`config.mk`:
```
export PLATFORM = sky130hd
export DESIGN_NAME = sprite_compositor_flat
export DESIGN_NICKNAME = d
export VERILOG_FILES = /design/src/rtl/sprite_compositor_if.sv /design/src/rtl/sprite_compositor.sv /design/src/flat_wrapper.sv
export SDC_FILE = /design/constraint.sdc
export NUM_CORES = 1
export LEC_CHECK = 0
export BUFFER_PORTS_ARGS = -buffer_cell sky130_fd_sc_hd__buf_2
export CORE_MARGIN = 4
export CORE_UTILIZATION = 24
export DETAILED_ROUTE_END_ITERATION = 8
export MAX_ROUTING_LAYER = met4
export PLACE_DENSITY = 0.41
export SYNTH_ARGS = -nofsm -noshare
export SYNTH_HDL_FRONTEND = slang
export SYNTH_SLANG_ARGS = --single-unit
```
`constraint.sdc`:
```
create_clock -name clk -period 2.9 [get_ports clk]
set_clock_uncertainty 0.05 [all_clocks]
set_input_delay 0.145 -clock clk [delete_from_list [all_inputs] [get_ports clk]]
set_output_delay 0.145 -clock clk [all_outputs]
set_load 0.005 [all_outputs]
```
`src/rtl/sprite_compositor_if.sv`:
```
// Avalon-MM register bus for the sprite compositor: CPU side is master, compositor is slave.
interface sprite_compositor_if;
  logic        chipselect;
  logic        write;
  logic        read;
  logic [8:0]  address;
  logic [31:0] writedata;
  logic [31:0] readdata;

  modport slave  (input  chipselect, write, read, address, writedata, output readdata);
  modport master (output chipselect, write, read, address, writedata, input  readdata);
endinterface

```
`src/rtl/sprite_compositor.sv`:
```
// Three-stage sprite compositor: per-channel hit test / ROM addressing, priority select, colour out.
// Optional sticky collision status register is built when SPRITE_COLLISION_EN is defined.
module sprite_compositor #(
  parameter int unsigned NUM_SPRITES     = 6,
  parameter int unsigned SPRITE_W        = 32,
  parameter int unsigned SPRITE_H        = 32,
  parameter logic [15:0] TRANSPARENT_KEY = 16'hF81F,
  localparam int unsigned AW             = $clog2(SPRITE_W * SPRITE_H)
) (
  input  logic                      clk,
  input  logic                      reset_n,
  sprite_compositor_if.slave        avs,
  input  logic [10:0]               hcount,
  input  logic [9:0]                vcount,
  input  logic                      blank_n_in,
  output logic [NUM_SPRITES*AW-1:0] rom_addr,
  input  logic [NUM_SPRITES*16-1:0] rom_data,
  output logic [7:0]                VGA_R,
  output logic [7:0]                VGA_G,
  output logic [7:0]                VGA_B,
  output logic                      blank_n_out
);

  localparam logic [8:0] A_BG     = 9'h100;
  localparam logic [8:0] A_STATUS = 9'h101;
  localparam logic [8:0] A_FRAME  = 9'h102;

  logic [9:0]  r_x_sh [NUM_SPRITES];
  logic [9:0]  r_y_sh [NUM_SPRITES];
  logic [9:0]  r_x    [NUM_SPRITES];
  logic [9:0]  r_y    [NUM_SPRITES];
  logic [NUM_SPRITES-1:0] r_en_sh, r_en;
  logic [23:0] r_bg_sh, r_bg;
  logic [15:0] r_frame;

  logic [NUM_SPRITES-1:0] w_hit, w_opaque, r_hit;
  logic [AW-1:0]          w_addr [NUM_SPRITES];
  logic        r_blank1, r_blank2, r_valid2;
  logic [15:0] r_data2;
  logic        w_sel_valid;
  logic [15:0] w_sel_data;
  logic [31:0] w_rdata, w_status;
  logic [9:0]  w_px;
  logic        w_wr, w_rd, w_commit;
  logic        w_unused;

  assign w_px     = hcount[10:1];
  assign w_wr     = avs.chipselect && avs.write;
  assign w_rd     = avs.chipselect && avs.read;
  assign w_commit = (vcount == 10'd480) && (hcount == 11'd0);
  assign w_unused = &{1'b0, hcount[0], avs.writedata[31:24]};

  // Shadow registers take bus writes; active copies load at vblank start with the pre-write shadow
  always_ff @(posedge clk or negedge reset_n) begin
    if (!reset_n) begin
      for (int i = 0; i < NUM_SPRITES; i++) begin
        r_x_sh[i] <= '0;
        r_y_sh[i] <= '0;
        r_x[i]    <= '0;
        r_y[i]    <= '0;
      end
      r_en_sh <= '0;
      r_en    <= '0;
      r_bg_sh <= 24'hFFFFFF;
      r_bg    <= 24'hFFFFFF;
      r_frame <= '0;
    end else begin
      if (w_commit) begin
        for (int i = 0; i < NUM_SPRITES; i++) begin
          r_x[i] <= r_x_sh[i];
          r_y[i] <= r_y_sh[i];
        end
        r_en    <= r_en_sh;
        r_bg    <= r_bg_sh;
        r_frame <= r_frame + 16'd1;
      end
      if (w_wr) begin
        for (int i = 0; i < NUM_SPRITES; i++) begin
          if (avs.address == 9'(4*i))     r_x_sh[i]  <= avs.writedata[9:0];
          if (avs.address == 9'(4*i + 1)) r_y_sh[i]  <= avs.writedata[9:0];
          if (avs.address == 9'(4*i + 2)) r_en_sh[i] <= avs.writedata[0];
        end
        if (avs.address == A_BG) r_bg_sh <= avs.writedata[23:0];
      end
    end
  end

  always_comb begin
    w_rdata = '0;
    for (int i = 0; i < NUM_SPRITES; i++) begin
      if (avs.address == 9'(4*i))     w_rdata = 32'(r_x_sh[i]);
      if (avs.address == 9'(4*i + 1)) w_rdata = 32'(r_y_sh[i]);
      if (avs.address == 9'(4*i + 2)) w_rdata = 32'(r_en_sh[i]);
    end
    if (avs.address == A_BG)     w_rdata = 32'(r_bg_sh);
    if (avs.address == A_STATUS) w_rdata = w_status;
    if (avs.address == A_FRAME)  w_rdata = 32'(r_frame);
  end

  always_ff @(posedge clk or negedge reset_n) begin
    if (!reset_n)  avs.readdata <= '0;
    else if (w_rd) avs.readdata <= w_rdata;
  end

  // Hit test in 11 bits so sprites clip at the right/bottom edge instead of wrapping
  for (genvar g = 0; g < NUM_SPRITES; g++) begin : g_ch
    logic [10:0] w_px11, w_py11, w_x0, w_y0, w_dx, w_dy;
    assign w_px11 = {1'b0, w_px};
    assign w_py11 = {1'b0, vcount};
    assign w_x0   = {1'b0, r_x[g]};
    assign w_y0   = {1'b0, r_y[g]};
    assign w_dx   = w_px11 - w_x0;
    assign w_dy   = w_py11 - w_y0;
    assign w_hit[g] = r_en[g] && (w_px11 >= w_x0) && (w_px11 < w_x0 + 11'(SPRITE_W))
                              && (w_py11 >= w_y0) && (w_py11 < w_y0 + 11'(SPRITE_H));
    assign w_addr[g]   = w_hit[g] ? AW'(32'(w_dy) * SPRITE_W + 32'(w_dx)) : '0;
    assign w_opaque[g] = r_hit[g] && (rom_data[16*g +: 16] != TRANSPARENT_KEY);
  end

  // Lowest-index opaque channel wins
  always_comb begin
    w_sel_valid = 1'b0;
    w_sel_data  = '0;
    for (int i = NUM_SPRITES - 1; i >= 0; i--) begin
      if (w_opaque[i]) begin
        w_sel_valid = 1'b1;
        w_sel_data  = rom_data[16*i +: 16];
      end
    end
  end

  always_ff @(posedge clk or negedge reset_n) begin
    if (!reset_n) begin
      r_hit       <= '0;
      rom_addr    <= '0;
      r_blank1    <= 1'b0;
      r_valid2    <= 1'b0;
      r_data2     <= '0;
      r_blank2    <= 1'b0;
      VGA_R       <= '0;
      VGA_G       <= '0;
      VGA_B       <= '0;
      blank_n_out <= 1'b0;
    end else begin
      r_hit    <= w_hit;
      for (int i = 0; i < NUM_SPRITES; i++) rom_addr[i*AW +: AW] <= w_addr[i];
      r_blank1 <= blank_n_in;
      r_valid2 <= w_sel_valid;
      r_data2  <= w_sel_data;
      r_blank2 <= r_blank1;
      blank_n_out <= r_blank2;
      if (!r_blank2) begin
        VGA_R <= '0;
        VGA_G <= '0;
        VGA_B <= '0;
      end else if (r_valid2) begin
        VGA_R <= {r_data2[15:11], r_data2[15:13]};
        VGA_G <= {r_data2[10:5],  r_data2[10:9]};
        VGA_B <= {r_data2[4:0],   r_data2[4:2]};
      end else begin
        VGA_R <= r_bg[23:16];
        VGA_G <= r_bg[15:8];
        VGA_B <= r_bg[7:0];
      end
    end
  end

`ifdef SPRITE_COLLISION_EN
  logic [NUM_SPRITES-1:0] r_status, w_coll;

  always_comb begin
    w_coll = '0;
    for (int i = 1; i < NUM_SPRITES; i++) w_coll[i] = w_opaque[0] && w_opaque[i];
  end

  // A new collision in the same cycle as the clearing read survives
  always_ff @(posedge clk or negedge reset_n) begin
    if (!reset_n)                             r_status <= '0;
    else if (w_rd && avs.address == A_STATUS) r_status <= w_coll;
    else                                      r_status <= r_status | w_coll;
  end

  assign w_status = 32'(r_status);
`else
  assign w_status = '0;
`endif

endmodule

```
`src/flat_wrapper.sv`:
```
// flat-port wrapper written by rule: the top's interface ports become plain ports
module sprite_compositor_flat 
#(
  parameter int unsigned NUM_SPRITES     = 6,
  parameter int unsigned SPRITE_W        = 32,
  parameter int unsigned SPRITE_H        = 32,
  parameter logic [15:0] TRANSPARENT_KEY = 16'hF81F,
  localparam int unsigned AW             = $clog2(SPRITE_W * SPRITE_H)
)
  (clk, reset_n, hcount, vcount, blank_n_in, rom_addr, rom_data, VGA_R, VGA_G, VGA_B, blank_n_out, avs_chipselect, avs_write, avs_read, avs_address, avs_writedata, avs_readdata);
  sprite_compositor_if avs_i ();
  input  logic clk;
  input  logic reset_n;
  input  logic [10:0] hcount;
  input  logic [9:0] vcount;
  input  logic blank_n_in;
  output logic [NUM_SPRITES*AW-1:0] rom_addr;
  input  logic [NUM_SPRITES*16-1:0] rom_data;
  output logic [7:0] VGA_R;
  output logic [7:0] VGA_G;
  output logic [7:0] VGA_B;
  output logic blank_n_out;
  input wire logic [$bits(avs_i.chipselect)-1:0] avs_chipselect;
  input wire logic [$bits(avs_i.write)-1:0] avs_write;
  input wire logic [$bits(avs_i.read)-1:0] avs_read;
  input wire logic [$bits(avs_i.address)-1:0] avs_address;
  input wire logic [$bits(avs_i.writedata)-1:0] avs_writedata;
  output wire logic [$bits(avs_i.readdata)-1:0] avs_readdata;
  assign avs_i.chipselect = avs_chipselect;
  assign avs_i.write = avs_write;
  assign avs_i.read = avs_read;
  assign avs_i.address = avs_address;
  assign avs_i.writedata = avs_writedata;
  assign avs_readdata = avs_i.readdata;
  sprite_compositor #(.NUM_SPRITES(NUM_SPRITES), .SPRITE_W(SPRITE_W), .SPRITE_H(SPRITE_H), .TRANSPARENT_KEY(TRANSPARENT_KEY)) u_core (.clk(clk), .reset_n(reset_n), .avs(avs_i), .hcount(hcount), .vcount(vcount), .blank_n_in(blank_n_in), .rom_addr(rom_addr), .rom_data(rom_data), .VGA_R(VGA_R), .VGA_G(VGA_G), .VGA_B(VGA_B), .blank_n_out(blank_n_out));
endmodule
```
* Word-level counts from Yosys, hierarchy flattened
Index checks and enable logic that the tools add are counted. Widths: inputs -> output; s select.
Operators by class: add/subtract/negate cells 31, multipliers 0, divide/modulo/power cells 0, order comparisons 24, eq/ne operators 27, shift-type cells 0, muxes and demuxes 45, bitwise gates (word level) 0, reduce and logical (&&, ||, !) cells 54
Operator list (number):
- $mux 10 | 24
- $add 10x6->11 const B | 12
- $lt 10x11->1 | 12
- $ge 10x10->1 | 12
- $mux 16 | 6
- $ne 16x16->1 const B | 6
- $mux 24 | 3
- $add 10x10->10 | 6
- $sub 10x10->10 | 6
- $eq 9x4->1 const B | 6
- $eq 9x5->1 const B | 6
- $mux 8 | 6
- $reduce_and 2->1 | 19
- $logic_and 1x1->1 | 33
- $sub 5x5->5 | 6
- $eq 9x3->1 const B | 3
- $eq 9x9->1 const B | 3
- $add 16x1->16 const B | 1
- $logic_not 11->1 | 1
- $eq 10x9->1 const B | 1
- $eq 9x1->1 const B | 1
- $eq 9x2->1 const B | 1
- $logic_not 9->1 | 1
- $mux 1 | 6
Word-level totals: bits in registers 458, latch bits 0, memory bits (writable) 0, ROM bits 0, input bits 164, output and inout bits 117, word-level logic and storage cells 226, memories kept 0

* Logic depth before layout (Yosys ltp)
depth after elaboration 22, depth in mapped cells 13, depth with buffers taken out 13

* Least setup slack after synthesis
Ideal clock, no wire load.
path type flip-flop to flip-flop, start reg u_core.r_y, in the netlist u_core.g_ch[5].w_y0[0], end reg u_core.rom_addr[59], library setup time 0.132 ns, arrival 2.519 ns, slack 0.199 ns, stages on the path, launching flop included 12, buffers on the path 0, period minus slack after synthesis 2.701 ns, cell sequence dfrtp_1 > ha_1 > inv_1 > fa_1 > xor2_1 > fa_1 > ha_1 > or2_2 > a21oi_1 > a21oi_1 > xnor2_1 > nor2_1
RTL lines:
- start: declaration | line sprite_compositor.sv:31 | logic [9:0] r_y [NUM_SPRITES];
- start signal: indexed assignment | line sprite_compositor.sv:71 | r_y[i] <= r_y_sh[i];
- end signal: assignment | line sprite_compositor.sv:135 | rom_addr <= '0;
- end: declaration | line sprite_compositor.sv:16 | output logic [NUM_SPRITES*AW-1:0] rom_addr,

==> flow_summary.json <==
{
  "status": "completed",
  "first_iter_violations": 1354,
  "p_sw_share_pct": 26.2,
  "start_util_pct": 24.3,
  "p_leak_nw": 16.6,
  "grt_pass1_wl_mm": 147,
  "syn_avg_cell_area_um2": 10.3,
  "antenna_left": 0,
  "ios": 281,
  "fin_crit_sh_pct": 97.8,
  "netlist_area_um2": 27400,
  "die_h_um": 346,
  "ir_worst_vdd_uv": 452,
  "design_area_um2": 34400,
  "slew_violations": 0,
  "synth_ff_type": "dfrtp_1",
  "cp_max_fo": 5,
  "switchingPower_mw": 4.02,
  "power_density_nw_per_um2": 446,
  "drive_gt1_share_pct": 25.7,
  "crit_path_max_incr_delay_ns": 0.53,
  "p_clk_share_pct": 47.8,
  "clk_latency_ns": 0.68,
  "cts_tree": "yes",
  "crit_slowest_cell": "or4_4",
  "setup_viol": 0,
  "cts_buffer_depth": 3,
  "hold_violations": 0,
  "place.port_buffers": 264,
  "p_int_mw": 11.3,
  "dieWidth_um": 346,
  "wire_per_inst_um": 21.3,
  "ys_seq_elements": 450,
  "coreArea_um2": 113000,
  "r2r_start": "u_core.g_ch[4].w_x0[6]",
  "seqPwrFrac_pct": 41.7,
  "min_path_type": "primary input to flip-flop",
  "drtPass1Iterations": 5,
  "dp_hpwl_mm": 78.8,
  "finalWirelength_mm": 99.3,
  "clkSinkCount": 450,
  "synth_edf_count": 0,
  "multi_input_area_um2": 15000,
  "fmax_mhz": 353,
  "endpoint": "u_core.rom_addr[44]",
  "start_kind": "flip-flop",
  "ys_seq_area_share_pct": 41.3,
  "cts-root-buf": "clkbuf_16",
  "yosysTopAreaCellShare_pct": 36.7,
  "fp-row-count": 123,
  "clk_pin_slew_ns": 0.06,
  "max_slew.worst_pin.slew_ns": 0.966,
  "dieArea_um2": 120000,
  "vias_per_cell": 4.57,
  "r2r_slack_ns": 0.06,
  "postSynthCellCount": 2653,
  "critical_path_class": "flip-flop to flip-flop",
  "placed_area_um2": 31500,
  "synth.distinct_cells": 92,
  "rsz0062_at_grt": "true",
  "whs_path_depth": 7,
  "routabilityCongestion": 0.869,
  "power_mw": 15.3,
  "track_usage_pct": 16.7,
  "synth_area_leader_cell": "dfrtp_1",
  "syn2layout_area_growth_pct": 25.4,
  "grt_max_degree": 93,
  "maxCapViolCount": 0,
  "period_needed_ns": 2.84,
  "cts_buffers": 57,
  "vias": 21300,
  "grt_overflow": 0,
  "worstSetupEndpointType": "flip-flop",
  "nets": 3562,
  "startpoint": "u_core.g_ch[4].w_x0[6]",
  "grt_pass1_vias": 21900,
  "async_reset_ff_share_pct": 100,
  "max_slew_margin_pct": 34.8,
  "htreeDepth": 2,
  "combPwrFrac_pct": 10.5,
  "yosysWarnings": 0,
  "path_cells": "ha_2 -> nand3_1 -> xnor2_1 -> ha_1 -> a21oi_1 -> a2bb2oi_1 -> a2111oi_2 -> o41ai_2 -> or4_4 -> buf_2 -> nor2_1",
  "cp.arrival_ns": 3.35,
  "antenna_found_initial": 16,
  "register_area_um2": 11300,
  "crit_required_ns": 3.42,
  "reg2regPathDepth": 11,
  "ys_top_cells_by_area": "dfrtp_1 37%, ha_1 11%, mux2_2 7.1%",
  "drc": 0,
  "fillerInstances": 11900,
  "regToRegEndpoint": "u_core.rom_addr[44]"
}
==> layout make-up <==
| type | count | area share [%] |
|---|---|---|
| clock buffers | 82 | 4.77 |
| repair buffers | 484 | 9.87 |
| clock inverters | 22 | 0.837 |
| diodes | 13 | 0.0946 |
| well taps | 1500 | 5.46 |
| multi-input cells | 1885 | 43.7 |
| flip-flops and latches | 450 | 32.9 |
| inverters | 219 | 2.39 |
==> synthesized netlist by cell type, types with 21 or more instances <==
cell type	instances
nand2b_1	43
o21a_1	21
fa_1	60
nand2_1	224
nand3_1	59
nor2_1	185
nand4_1	22
xor2_1	27
inv_1	219
o221ai_1	22
a21oi_1	92
o21ai_0	163
xnor2_1	87
nor2b_1	32
dfstp_2	48
a22oi_1	45
clkbuf_1	69
dfrtp_1	402
ha_1	241
mux2_2	174
nor3_1	37
==> logic make-up (layout without fill, tap and decap cells) <==
| family | Yosys count | in the layout | synth area share, % |
|---|---|---|---|
| AO/OA/AOI/OAI | 548 | 548 | 13.5 |
| other | 1 | 21 | 0.0137 |
| XOR/XNOR | 114 | 114 | 3.64 |
| multiplexers | 218 | 218 | 9.03 |
| adder cells (fa/ha/maj) | 301 | 301 | 15.4 |
| AND/OR/NAND/NOR | 696 | 696 | 12.4 |
| flip-flops | 450 | 450 | 41.3 |
| buffers and inverters | 325 | 807 | 4.76 |
==> state kept, by name, indices dropped and copies added, names as in the netlist, 6 cells and up <==
register	flops
u_core.r_frame	16
u_core.r_y_sh	60
u_core.VGA_G	8
u_core.r_en_sh	6
u_core.g_ch.w_x0	60
u_core.rom_addr	60
u_core.g_ch.w_y0	60
u_core.r_bg_sh	24
u_core.r_en	6
u_core.r_data2	16
u_core.r_hit	6
u_core.r_bg	24
u_core.VGA_B	8
u_core.r_x_sh	60
u_core.VGA_R	8
u_core.avs.readdata	24
==> power by group through the flow <==
stage / Combinational (mW) / Sequential (mW) / Clock (mW)
finish: 1.62 / 6.40 / 7.33
global placement: 1.55 / 6.51 / 0
floorplan: 0.788 / 6.48 / 0
global route: 1.82 / 6.40 / 7.82
CTS: 1.62 / 6.40 / 7.57
detailed placement: 1.54 / 6.51 / 0
==> what timing repair did <==
item                                    in CTS  in global routing
buffers inserted                             0                  8
hold endpoints to repair                   527                  0
endpoints found under the setup margin       1                 38
pin swaps                                    0                 21
hold buffers                                65                  0
gates resized for setup                      1                 41
gates cloned                                 0                  1
==> per-stage QoR <==
stage               worst slack, ns  utilization (%)  hold slack, ns  TNS [ns]  instances
floorplan                     0.199                -          -0.201         0       2660
global placement             -0.147             27.9          0.0476    -0.825       4464
detailed placement           -0.169             27.9          0.0433     -1.20       4464
CTS                         0.00766             30.2          0.0140         0       4633
global route                -0.0260             30.4          0.0649    -0.103       4653
finish                       0.0645             30.5          0.0800         0       4655
==> metal layers <==
metal  routed length, um  vias to the layer above  share of wire, %  track usage (%)
met5                   0                        -                 0                -
met4                2330                        0               2.3             3.96
met3                3580                      110               3.6             2.45
met2               45000                      354                45             25.6
met1               48400                    10500                49             23.2
li1                    -                    10300                 -                -
==> how the worst min path moves through the flow <==
| stage | from | endpoint | slack [ns] |
|---|---|---|---|
| final | hcount[0] | u_core.r_frame[3] | 0.08 |
| after floorplan | reset_n | u_core.VGA_B[0] | -0.20 |
| after CTS | hcount[0] | u_core.r_frame[3] | 0.01 |
| after global routing | hcount[0] | u_core.r_frame[3] | 0.06 |
| after global placement | reset_n | u_core.r_y_sh[20] | 0.05 |
| after detailed placement | reset_n | u_core.r_y_sh[28] | 0.04 |
==> placed cells by master, fill, tap and decap left out, types with 21 or more instances in the layout <==
master	count
dfrtp_1	402
buf_2	264
ha_1	231
nand2_1	224
inv_1	216
nor2_1	183
mux2_2	174
o21ai_0	162
buf_4	134
a21oi_1	86
xnor2_1	86
dlygate4sd3_1	64
nand3_1	59
fa_1	58
clkbuf_16	57
dfstp_2	48
a22oi_1	45
nand2b_1	43
nor3_1	37
nor2b_1	32
xor2_1	26
nand4_1	22
o221ai_1	22
o21a_1	21
==> worst max-delay path, delay by kind of cell (launching register included) <==
kind | cells | cell delay [ns]
flops | 1 | 0.37
fa+ha+maj | 2 | 0.53
xor+xnor | 1 | 0.15
simple gates | 3 | 0.75
buf+inv | 1 | 0.20
compound gates | 4 | 0.70
Power figures use the tool's default switching activity.
